--- src/rtl/alu_pkg.sv ---
// Shared ALU definitions: datapath width, operation codes and the flag word layout
// used by the ALU and the blocks that talk to it.
package alu_pkg;

    localparam int ALU_WIDTH = 32;

    typedef enum logic [2:0] {
        ALU_ADD = 3'b000,
        ALU_SUB = 3'b001,
        ALU_AND = 3'b010,
        ALU_OR  = 3'b011,
        ALU_XOR = 3'b100,
        ALU_SHL = 3'b101,
        ALU_SHR = 3'b110,
        ALU_CMP = 3'b111
    } alu_op_e;

    // Bit 3 is sign, bit 0 is carry.
    typedef struct packed {
        logic sign;
        logic overflow;
        logic zero;
        logic carry;
    } alu_flags_t;

    localparam int FLAG_CARRY    = 0;
    localparam int FLAG_ZERO     = 1;
    localparam int FLAG_OVERFLOW = 2;
    localparam int FLAG_SIGN     = 3;

endpackage

--- src/rtl/alu_issue_ctrl.sv ---
// Issue controller for the 32-bit ALU: registers one request, holds the ALU inputs for
// SETTLE cycles, captures result/flags and returns them on a valid/ready response port.
module alu_issue_ctrl
    import alu_pkg::*;
#(
    parameter int WIDTH  = ALU_WIDTH,
    parameter int TAG_W  = 4,
    parameter int SETTLE = 1
) (
    input  logic             clk,
    input  logic             rst,
    input  logic             req_valid,
    output logic             req_ready,
    input  logic [WIDTH-1:0] req_op1,
    input  logic [WIDTH-1:0] req_op2,
    input  logic [2:0]       req_operation,
    input  logic             req_mode,
    input  logic [TAG_W-1:0] req_tag,
    output logic [WIDTH-1:0] alu_op1,
    output logic [WIDTH-1:0] alu_op2,
    output logic [2:0]       alu_operation,
    output logic             alu_mode,
    input  logic [WIDTH-1:0] alu_out,
    input  logic             alu_carry,
    input  logic             alu_zero,
    input  logic             alu_overflow,
    input  logic             alu_sign,
    output logic             rsp_valid,
    input  logic             rsp_ready,
    output logic [WIDTH-1:0] rsp_data,
    output logic [3:0]       rsp_flags,
    output logic [TAG_W-1:0] rsp_tag,
    output logic [3:0]       sticky_flags,
    input  logic             clr_sticky,
    output logic [15:0]      op_count,
    output logic             busy
);

    typedef enum logic [1:0] {
        ST_IDLE = 2'd0,
        ST_WAIT = 2'd1,
        ST_RESP = 2'd2
    } state_e;

    localparam logic [3:0] SETTLE_INIT = 4'(SETTLE - 1);

    state_e           state_reg;
    logic [3:0]       settle_cnt_reg;
    logic [WIDTH-1:0] alu_op1_reg;
    logic [WIDTH-1:0] alu_op2_reg;
    logic [2:0]       alu_operation_reg;
    logic             alu_mode_reg;
    logic [TAG_W-1:0] req_tag_reg;
    logic [WIDTH-1:0] rsp_data_reg;
    alu_flags_t       rsp_flags_reg;
    logic [TAG_W-1:0] rsp_tag_reg;
    logic [3:0]       sticky_reg;
    logic [15:0]      op_count_reg;

    alu_flags_t       flags_in;
    logic             accept;
    logic             capture;

    assign flags_in = '{sign: alu_sign, overflow: alu_overflow, zero: alu_zero, carry: alu_carry};

    // RESP overlaps with the next accept when the consumer takes the response this cycle.
    assign req_ready = (state_reg == ST_IDLE) || ((state_reg == ST_RESP) && rsp_ready);
    assign accept    = req_valid && req_ready;
    assign capture   = (state_reg == ST_WAIT) && (settle_cnt_reg == 4'd0);

    always_ff @(posedge clk) begin
        if (rst) begin
            state_reg         <= ST_IDLE;
            settle_cnt_reg    <= '0;
            alu_op1_reg       <= '0;
            alu_op2_reg       <= '0;
            alu_operation_reg <= '0;
            alu_mode_reg      <= 1'b0;
            req_tag_reg       <= '0;
            rsp_data_reg      <= '0;
            rsp_flags_reg     <= '0;
            rsp_tag_reg       <= '0;
            sticky_reg        <= '0;
            op_count_reg      <= '0;
        end else begin
            if (accept) begin
                alu_op1_reg       <= req_op1;
                alu_op2_reg       <= req_op2;
                alu_operation_reg <= req_operation;
                alu_mode_reg      <= req_mode;
                req_tag_reg       <= req_tag;
                settle_cnt_reg    <= SETTLE_INIT;
            end else if (state_reg == ST_WAIT && settle_cnt_reg != 4'd0) begin
                settle_cnt_reg <= settle_cnt_reg - 4'd1;
            end

            if (capture) begin
                rsp_data_reg  <= alu_out;
                rsp_flags_reg <= flags_in;
                rsp_tag_reg   <= req_tag_reg;
            end

            // A capture in the same cycle as a clear wins over the clear.
            if (capture) begin
                sticky_reg <= clr_sticky ? 4'(flags_in) : (sticky_reg | 4'(flags_in));
            end else if (clr_sticky) begin
                sticky_reg <= '0;
            end

            if (state_reg == ST_RESP && rsp_ready) begin
                op_count_reg <= op_count_reg + 16'd1;
            end

            case (state_reg)
                ST_IDLE: if (accept) state_reg <= ST_WAIT;
                ST_WAIT: if (capture) state_reg <= ST_RESP;
                ST_RESP: if (rsp_ready) state_reg <= accept ? ST_WAIT : ST_IDLE;
                default: state_reg <= ST_IDLE;
            endcase
        end
    end

    assign alu_op1       = alu_op1_reg;
    assign alu_op2       = alu_op2_reg;
    assign alu_operation = alu_operation_reg;
    assign alu_mode      = alu_mode_reg;
    assign rsp_valid     = (state_reg == ST_RESP);
    assign rsp_data      = rsp_data_reg;
    assign rsp_flags     = rsp_flags_reg;
    assign rsp_tag       = rsp_tag_reg;
    assign sticky_flags  = sticky_reg;
    assign op_count      = op_count_reg;
    assign busy          = (state_reg != ST_IDLE);

endmodule

--- config.mk ---
export PLATFORM = sky130hd
export DESIGN_NAME = alu_issue_ctrl
export DESIGN_NICKNAME = d
export VERILOG_FILES = /design/src/rtl/alu_pkg.sv /design/src/rtl/alu_issue_ctrl.sv
export SDC_FILE = /design/constraint.sdc
export NUM_CORES = 1
export LEC_CHECK = 0
export ABC_AREA = 1
export BUFFER_PORTS_ARGS = -buffer_cell sky130_fd_sc_hd__buf_2
export CAP_MARGIN = 20
export CORE_MARGIN = 2
export CORE_UTILIZATION = 49
export CTS_CLUSTER_SIZE = 30
export DETAILED_ROUTE_END_ITERATION = 12
export HOLD_SLACK_MARGIN = 0.1
export PLACE_DENSITY = 0.84
export SETUP_SLACK_MARGIN = 0.3
export SLEW_MARGIN = 25
export SYNTH_ARGS = -nofsm -noshare
export SYNTH_HDL_FRONTEND = slang
export SYNTH_SLANG_ARGS = --single-unit
--- constraint.sdc ---
create_clock -name clk -period 3.57 [get_ports clk]
set_input_delay 0.357 -clock clk [delete_from_list [all_inputs] [get_ports clk]]
set_output_delay 0.357 -clock clk [all_outputs]
set_load 0.005 [all_outputs]
==> metrics.cfg, run 1 <==
[sta]
tightestPinTransition_ps = 829
setup-violations-final = 0
rsz0062_at_grt = false
fin_crit_sh_pct = 60.6
period_needed_ps = 2170
setup_tns_ps = 0
fin_ws_ps = 1400
relSlewSlack_pct = 44.7
whs_ps = 116
slew_violations = 0
finalHoldViolCount = 0
finClkSkew_ps = 9.46
clock.fmax_mhz = 462

[power]
powerDensity_mw_per_mm2 = 525
ir_worst_vdd_uv = 317
leakagePower_nw = 3.85

[logic_synthesis]
synth_most_common_cell = nor2_1
syn_nets = 773
synth_edf_count = 0
netlist_area_sq_mm = 0.00506
ys.flop_type = dfxtp_1
synthCells = 658
synth.distinct_cells = 25
synth_top_area_share_pct = 54.6
ys_seq_area_share_pct = 54.6
yosysTopAreaCell = dfxtp_1
ys_ff_latch = 138
synth.avg_cell_area_sq_um = 7.68
yosysWarnings = 0
synth.top_cells.by_area = dfxtp_1 (55%), nor2_1 (18%), o21ai_1 (5.9%)
async_reset_ff_share_pct = 0
netlist_top_cells_count = nor2_1 (246), dfxtp_1 (138), o21ai_1 (60)

[clocking]
cts_buffers = 17
cts-htree-levels = 4
cts_tree = yes
cts_root_buf = clkbuf_8
cts.clk_slew.worst_paths_ps = 60
post-cts-setup-buffers = 0
cts_buffer_depth = 2
cts.sinks = 138
clkLatencyLatePin_ps = 510

[critical_path]
timing.rr.start = state_reg[1]$_SDFFE_PP0P_
cp_cell_sequence = nand3_4 > nand2_1 > nand2_2 > inv_2 > buf_4 > nor2_1 > nor2_1
cp_common_cell = nor2_1
cp_slowest_cell = buf_4
reg2reg_depth = 7
reg2reg_setup_slack_ps = 1400
critPathMaxFanout = 72
cp-start-kind = flop
cp-end-kind = flop
critical_path_class = flop to flop
required_ps = 4000
reg2reg_to = alu_op2[21]$_SDFFE_PP0P_
cpPeakStageDelay_ps = 590
crit_arrival_ps = 2590

[grt]
grt_overflow = 0
grt_max_degree = 73
grt_antenna_before_repair = 0
grtUsageTotal_pct = 29.6
grt_pass1_vias = 5390
grt_first_pass_wirelength_um = 26200

[routing]
vias = 5603
drt_iter0_drc = 409
route.detailed.drc = 0
vias_per_cell = 4.98
drt-wirelength-per-cell_um = 14.6
final_antenna_net_count = 0
routed_wl_um = 16400
drt-pass1-iter-count = 4

[place]
pre_cts_ws_ps = 1480
dp.final_hpwl_um = 9050
place.gp.congestion = 0.853
port-buffer-count = 243

[floorplan]
io_pins = 244
start_util_pct = 49.6
core-area_sq_mm = 0.0102
fp.dieW_um = 106
dieArea_sq_mm = 0.0111
core.rowCount = 37
die_y_um = 106

[worst_hold_path]
hold_path_class = primary input to flop
hold_depth = 3
hp-start = req_op1[0]
whs_endpoint = alu_op1[0]$_SDFFE_PP0P_

[final_layout]
fillers = 684
syn_to_final_growth_pct = 54.2
post-route-util_pct = 76.6
drive_gt1_share_pct = 29.3
final_nets = 1092
diodes = 0

[outcome]
status = completed

[job]
drv_cap = 0

[kinds of logic after synthesis]
kind of cell | count (synthesis) | synth area share [%]
AO/OA/AOI/OAI | 134 | 13.3
adder cells (fa/ha/maj) | 2 | 0.495
AND/OR/NAND/NOR | 316 | 24.4
buffers and inverters | 64 | 6.38
XOR/XNOR | 4 | 0.693
flip-flops | 138 | 54.6
[critical path: cells and delay by family (launching register included)]
family / cells / cell delay [ps]
AND/OR/NAND/NOR: 5 / 860
buffers and inverters: 2 / 700
flip-flops: 1 / 500
[worst max path at each step]
| stage | startpoint | end | slack [ps] | depth (start not counted) |
|---|---|---|---|---|
| 2_1_floorplan | settle_cnt_reg[0]$_SDFFE_PP0P_ | rsp_data[10]$_SDFFE_PP0P_ | 2180 | 8 |
| 3_3_place_gp | state_reg[1]$_SDFFE_PP0P_ | alu_op1[0]$_SDFFE_PP0P_ | 1570 | 7 |
| 3_5_place_dp | state_reg[1]$_SDFFE_PP0P_ | alu_op2[23]$_SDFFE_PP0P_ | 1480 | 7 |
| 4_1_cts | state_reg[1]$_SDFFE_PP0P_ | alu_op2[23]$_SDFFE_PP0P_ | 1440 | 7 |
| 5_1_grt | state_reg[1]$_SDFFE_PP0P_ | alu_mode$_SDFFE_PP0P_ | 1220 | 7 |
| 6_report | state_reg[1]$_SDFFE_PP0P_ | alu_op2[21]$_SDFFE_PP0P_ | 1400 | 7 |
[power breakdown]
| part | switching (mW) | internal (mW) |
|---|---|---|
| Clock | 0.645 | 1.16 |
| Combinational | 0.294 | 0.269 |
| Sequential | 0.0647 | 1.67 |
| Total | 1.00 | 3.09 |
[per-layer routing]
metal  GRT usage [%]  up-vias  wire length (um)
met2            51.9      285              8140
met3            8.60       43              1320
met4            12.1        0               445
li1                -     2736                 -
met1            33.6     2539              6500
met5               0        -                 0
[repair_timing]
action / CTS / global route
setup endpoints to repair: 0 / 0
gates resized for setup: 0 / 0
endpoints found under the hold margin: 90 / 0
hold buffers: 90 / 0
[final cells by class]
| cell class | instances | area, sq um | share of cell area (%) |
|---|---|---|---|
| inverters | 26 | 97.6 | 1.25 |
| repair buffers | 338 | 2170 | 27.8 |
| flip-flops and latches | 138 | 2760 | 35.4 |
| multi-input cells | 456 | 1980 | 25.4 |
| clock inverters | 10 | 139 | 1.78 |
| clock buffers | 22 | 483 | 6.19 |
| well taps | 136 | 170 | 2.18 |
[layout by cell type, fill, tap and decap left out, types with 2 or more instances in the layout]
cell type,count
a21oi_1,18
buf_2,243
buf_4,4
bufinv_16,3
clkbuf_16,16
clkbuf_8,6
clkinv_2,2
clkinvlp_4,4
dfxtp_1,138
dlygate4sd3_1,90
ha_1,2
inv_1,22
inv_2,4
nand2_1,51
nand3_1,8
nand4_1,3
nor2_1,246
nor2_2,2
o21ai_0,54
o21ai_1,60
xor2_1,3
[metrics by stage]
stage          power [mW]  cells  area [sq um]
3_3_place_gp         2.20   1004          6280
3_5_place_dp         2.22   1004          6280
2_1_floorplan        2.00    658          5060
5_1_grt              4.25   1126          7800
6_report             4.09   1126          7800
4_1_cts              4.09   1126          7800
Power figures use the tool's default switching activity.
==> run 2: changes to the inputs <==
--- a/config.mk
+++ b/config.mk
@@ -9,11 +9,11 @@
 export BUFFER_PORTS_ARGS = -buffer_cell sky130_fd_sc_hd__buf_2
 export CAP_MARGIN = 20
 export CORE_MARGIN = 2
-export CORE_UTILIZATION = 49
+export CORE_UTILIZATION = 46
 export CTS_CLUSTER_SIZE = 30
 export DETAILED_ROUTE_END_ITERATION = 12
 export HOLD_SLACK_MARGIN = 0.1
-export PLACE_DENSITY = 0.84
+export PLACE_DENSITY = 0.8
 export SETUP_SLACK_MARGIN = 0.3
 export SLEW_MARGIN = 25
 export SYNTH_ARGS = -nofsm -noshare
==> constraint.sdc (replaced) <==
create_clock -name clk -period 2.2 [get_ports clk]
set_input_delay 0.22 -clock clk [delete_from_list [all_inputs] [get_ports clk]]
set_output_delay 0.22 -clock clk [all_outputs]
set_load 0.005 [all_outputs]
==> metrics.cfg, run 2 (same netlist as run 1, synthesis figures left out) <==
[final_layout]
diodes = 0
post-route-util_pct = 73.8
final_cell_mix = nor2_1 (246), buf_2 (243), dfxtp_1 (138)
layout_commonest_cell = nor2_1
syn_to_final_growth_pct = 57.6
drive_gt1_share_pct = 28.5
fillers = 753
final_area_sq_mm = 0.00797
final_nets = 1115

[place]
port-buffer-count = 243
dpl_cell_area_sq_mm = 0.00631
place.gp.congestion = 0.825
dp.final_hpwl_um = 8910

[critical_path]
critical_path_buf_inv_count = 2
required_ps = 1980
cp_cell_sequence = inv_1 > nand3_4 > nand2_1 > buf_2
cp-end-kind = output pin
cp-start-kind = flop
cpPeakStageDelay_ps = 310
critPathMaxFanout = 7
critPathTopFamily = buffers and inverters
cp_slowest_cell = dfxtp_1
crit_arrival_ps = 1460
critical_path_class = flop to output pin

[floorplan]
core.rowCount = 38
core-area_sq_mm = 0.0108
io_pins = 244
fp.dieW_um = 109
die_y_um = 109
start_util_pct = 46.8
dieArea_sq_mm = 0.0118

[clocking]
cts_buffers = 17
cts.sinks = 138
post-cts-setup-buffers = 0
cts_hold_buffers = 111
cts_resized = 0
cts-htree-levels = 4
clkLatencyLatePin_ps = 520
cts_buffer_depth = 2
cts_root_buf = clkbuf_8
cts.clk_slew.worst_paths_ps = 60
cts_tree = yes

[grt]
grt_first_pass_wirelength_um = 25100
grt_pass1_vias = 5465
grtUsageTotal_pct = 27.2
grt_overflow = 0
grt_antenna_before_repair = 0
grt_max_degree = 73

[power]
powerDensity_mw_per_mm2 = 800
leakagePower_nw = 3.93
ir_worst_vdd_uv = 590
finalPower_mw = 6.37

[routing]
final_antenna_net_count = 0
drt-pass1-iter-count = 5
route.detailed.drc = 0
vias_per_cell = 4.88
drt-wirelength-per-cell_um = 14.1
drt_iter0_drc = 365
vias = 5625
routed_wl_um = 16200

[sta]
finalHoldViolCount = 0
fin_crit_sh_pct = 76.5
tightestPinTransition_ps = 601
rsz0062_at_grt = false
setup-violations-final = 0
finClkSkew_ps = 7.00
setup_tns_ps = 0
relSlewSlack_pct = 59.9
clock.fmax_mhz = 594
period_needed_ps = 1680
whs_ps = 321
slew_violations = 0

[worst_hold_path]
hold_path_class = primary input to flop

[outcome]
status = completed

[job]
drv_cap = 0

## run 2: cell type report
| cell class | count | area, sq um | share of cell area, % |
|---|---|---|---|
| well taps | 140 | 175 | 2.20 |
| flip-flops and latches | 138 | 2760 | 34.7 |
| clock inverters | 8 | 67.6 | 0.848 |
| repair buffers | 361 | 2400 | 30.2 |
| multi-input cells | 456 | 1980 | 24.8 |
| inverters | 26 | 97.6 | 1.22 |
| clock buffers | 24 | 480 | 6.03 |
## run 2: final timing paths
| path | depth (start not counted) | slack, ps | to | start |
|---|---|---|---|---|
| max | 4 | 520 | req_ready | state_reg[0]$_SDFFE_PP0P_ |
| min | 4 | 320 | state_reg[0]$_SDFFE_PP0P_ | req_valid |
| max reg2reg | 7 | 580 | rsp_data[23]$_SDFFE_PP0P_ | settle_cnt_reg[0]$_SDFFE_PP0P_ |
| min reg2reg | 2 | 460 | rsp_flags[1]$_SDFFE_PP0P_ | rsp_flags[1]$_SDFFE_PP0P_ |
## run 2: stage by stage
step / setup slack [ps] / cells
after floorplan: 806 / 658
after global placement: 670 / 1010
after detailed placement: 638 / 1010
after CTS: 486 / 1153
after global routing: 410 / 1153
final: 518 / 1153
## run 2: routing by layer
| layer | global-route usage [%] | up-vias | routed length (um) |
|---|---|---|---|
| met5 | 0 | - | 0 |
| met4 | 15.8 | 0 | 633 |
| met3 | 9.74 | 60 | 1360 |
| met2 | 45.6 | 236 | 7790 |
| met1 | 29.7 | 2552 | 6450 |
| li1 | - | 2777 | - |
## run 2: tightest hold or removal path, delay by kind of cell
| kind | cells | cell delay [ps] |
|---|---|---|
| AOI/OAI and AO/OA | 1 | 170 |
| and+or+nand+nor | 1 | 60 |
| buffers and inverters | 2 | 330 |
## run 2: where the power goes
part           internal, mW  switching, mW
clock network          1.61           1.01
registers              2.70          0.104
logic                 0.468          0.481
==> run 3: changes to the inputs <==
--- a/config.mk
+++ b/config.mk
@@ -5,15 +5,15 @@
 export SDC_FILE = /design/constraint.sdc
 export NUM_CORES = 1
 export LEC_CHECK = 0
-export ABC_AREA = 1
+export ABC_AREA = 0
 export BUFFER_PORTS_ARGS = -buffer_cell sky130_fd_sc_hd__buf_2
 export CAP_MARGIN = 20
 export CORE_MARGIN = 2
-export CORE_UTILIZATION = 46
+export CORE_UTILIZATION = 41
 export CTS_CLUSTER_SIZE = 30
 export DETAILED_ROUTE_END_ITERATION = 12
 export HOLD_SLACK_MARGIN = 0.1
-export PLACE_DENSITY = 0.8
+export PLACE_DENSITY = 0.76
 export SETUP_SLACK_MARGIN = 0.3
 export SLEW_MARGIN = 25
 export SYNTH_ARGS = -nofsm -noshare
==> constraint.sdc (replaced) <==
create_clock -name clk -period 1.5 [get_ports clk]
set_input_delay 0.15 -clock clk [delete_from_list [all_inputs] [get_ports clk]]
set_output_delay 0.15 -clock clk [all_outputs]
set_load 0.005 [all_outputs]
==> metrics.cfg, run 3 <==
[outcome]
status = finished with violations
violations = setup timing

[logic_synthesis]
synth_edf_count = 0
ys_seq_area_share_pct = 55.7
yosysTopAreaCell = dfxtp_1
yosysWarnings = 0
synthCells = 620
async_reset_ff_share_pct = 0
synth.top_cells.by_area = dfxtp_1 (56%), nand2_1 (18%), a21oi_1 (13%)
synth.avg_cell_area_sq_um = 7.99
synth_most_common_cell = nand2_1
ys_ff_latch = 138
netlist_area_sq_mm = 0.00496
ys.flop_type = dfxtp_1
syn_nets = 735
synth_top_area_share_pct = 55.7
synth.distinct_cells = 31
netlist_top_cells_count = nand2_1 (236), dfxtp_1 (138), a21oi_1 (124)

[sta]
setup-violations-final = 83
tightestPinTransition_ps = 485
rsz0062_at_grt = true
fin_ws_ps = -141
finClkSkew_ps = 7.61
slew_violations = 0
finalHoldViolCount = 0
relSlewSlack_pct = 67.7
clock.fmax_mhz = 609
fin_crit_sh_pct = 109
period_needed_ps = 1640

[routing]
drt-wirelength-per-cell_um = 20.3
final_antenna_net_count = 0
drt_iter0_drc = 548
vias = 6525
drt-pass1-iter-count = 8
route.detailed.drc = 0
routed_wl_um = 24500
vias_per_cell = 5.42

[clocking]
cts-htree-levels = 4
cts.sinks = 138
cts.clk_slew.worst_paths_ps = 60
cts_buffers = 17
cts_tree = yes
cts_buffer_depth = 2
clkLatencyLatePin_ps = 430
cts_root_buf = clkbuf_16

[floorplan]
io_pins = 244
core.rowCount = 40
dieArea_sq_mm = 0.0130
die_y_um = 114
fp.dieW_um = 114
core-area_sq_mm = 0.0119
start_util_pct = 41.6

[final_layout]
multi_input_area_sq_mm = 0.00287
seqCellArea_sq_mm = 0.00279
instances_no_fill = 1204
layout_commonest_cell = buf_2
final_nets = 1158
drive_gt1_share_pct = 51.3
syn_to_final_growth_pct = 110
fillers = 547
final_cell_mix = buf_2 (237), nand2_1 (152), dfxtp_1 (126)

[grt]
grt_overflow = 0
grt_max_degree = 41
grtUsageTotal_pct = 33.5
grt_antenna_before_repair = 0
grt_pass1_vias = 6571
grt_first_pass_wirelength_um = 33400

[place]
dpl.cell_count = 1001
dp.final_hpwl_um = 9260
place.gp.congestion = 0.765
pre_cts_ws_ps = -33.5
port-buffer-count = 243

[power]
finalPower_mw = 10.5
leakagePower_nw = 4.79
ir_worst_vdd_uv = 944
powerDensity_mw_per_mm2 = 1000

[critical_path]
cp-end-kind = flop
critical_path_class = flop to flop
cp-start-kind = flop
critPathMaxFanout = 5
required_ps = 1840
crit_arrival_ps = 1990

[worst_hold_path]
hold_path_class = primary input to flop

[job]
drv_cap = 0

[run 3: what timing repair did]
item | CTS | global route
pin swaps | 35 | 51
buffers inserted | 24 | 9
hold buffers | 109 | 0
gates cloned | 23 | 5
resized for setup | 152 | 122
setup endpoints to repair | 140 | 145
hold endpoints to repair | 112 | 0
[run 3: final timing paths]
| kind | startpoint | end | slack [ps] | depth (start not counted) |
|---|---|---|---|---|
| worst max-delay path | state_reg[1]$_SDFFE_PP0P_ | alu_op2[18]$_SDFFE_PP0P_ | -140 | 9 |
| worst min-delay path | rst | alu_op1[0]$_SDFFE_PP0P_ | 180 | 2 |
| worst max register to register | state_reg[1]$_SDFFE_PP0P_ | alu_op2[18]$_SDFFE_PP0P_ | -140 | 9 |
| worst min register to register | rsp_data[8]$_SDFFE_PP0P_ | rsp_data[8]$_SDFFE_PP0P_ | 450 | 2 |
[run 3: worst max-delay path, stage by stage, from the launching register on]
cell and delay, ps:
dfxtp_2 320, buf_6 120, buf_6 110, nand2b_4 60, and3b_2 260, buf_8 150
buf_12 130, clkbuf_16 160, nand2_4 50, a21oi_1 180
[run 3: cells by family after synthesis]
family                     Yosys count  share of synthesized area (%)
AOI/OAI and AO/OA                  130                           13.2
and+or+nand+nor                    291                           24.4
buffers and inverters               46                           3.86
adders and majority gates            2                          0.505
xor gates and xnor gates            13                           2.30
DFF                                138                           55.7
[run 3: final cells by class]
class	instances	area share (%)
Clock buffer	27	5.13
Inverter	4	0.144
Antenna cell	1	0.0240
Sequential cell	138	26.8
Clock inverter	5	0.756
Multi-Input combinational cell	436	27.6
Timing Repair Buffer	446	37.9
Tap cell	147	1.76
[run 3: per-layer routing]
metal,GRT usage [%],vias to the layer above,wire [um]
met5,0,-,0
met3,11.7,142,1890
li1,-,2879,-
met4,20.2,0,1480
met2,58.6,437,12500
met1,34.4,3067,8640
[run 3: per-stage QoR]
stage	setup TNS (ps)	hold WS, ps	util, %	cell area [sq um]
after floorplan	-11.3	219	-	5100
final	-3020	183	87.5	10400
after CTS	-172	118	81.6	9720
after global placement	-44.2	390	55.6	6630
after detailed placement	-54.1	395	55.6	6630
after global routing	-8690	184	87.5	10400
[run 3: power breakdown]
part           switching, mW  total, mW  internal, mW
combinational          0.978       2.13          1.15
clock                   1.61       4.38          2.77
sequential             0.112       3.96          3.84
total                   2.70       10.5          7.76
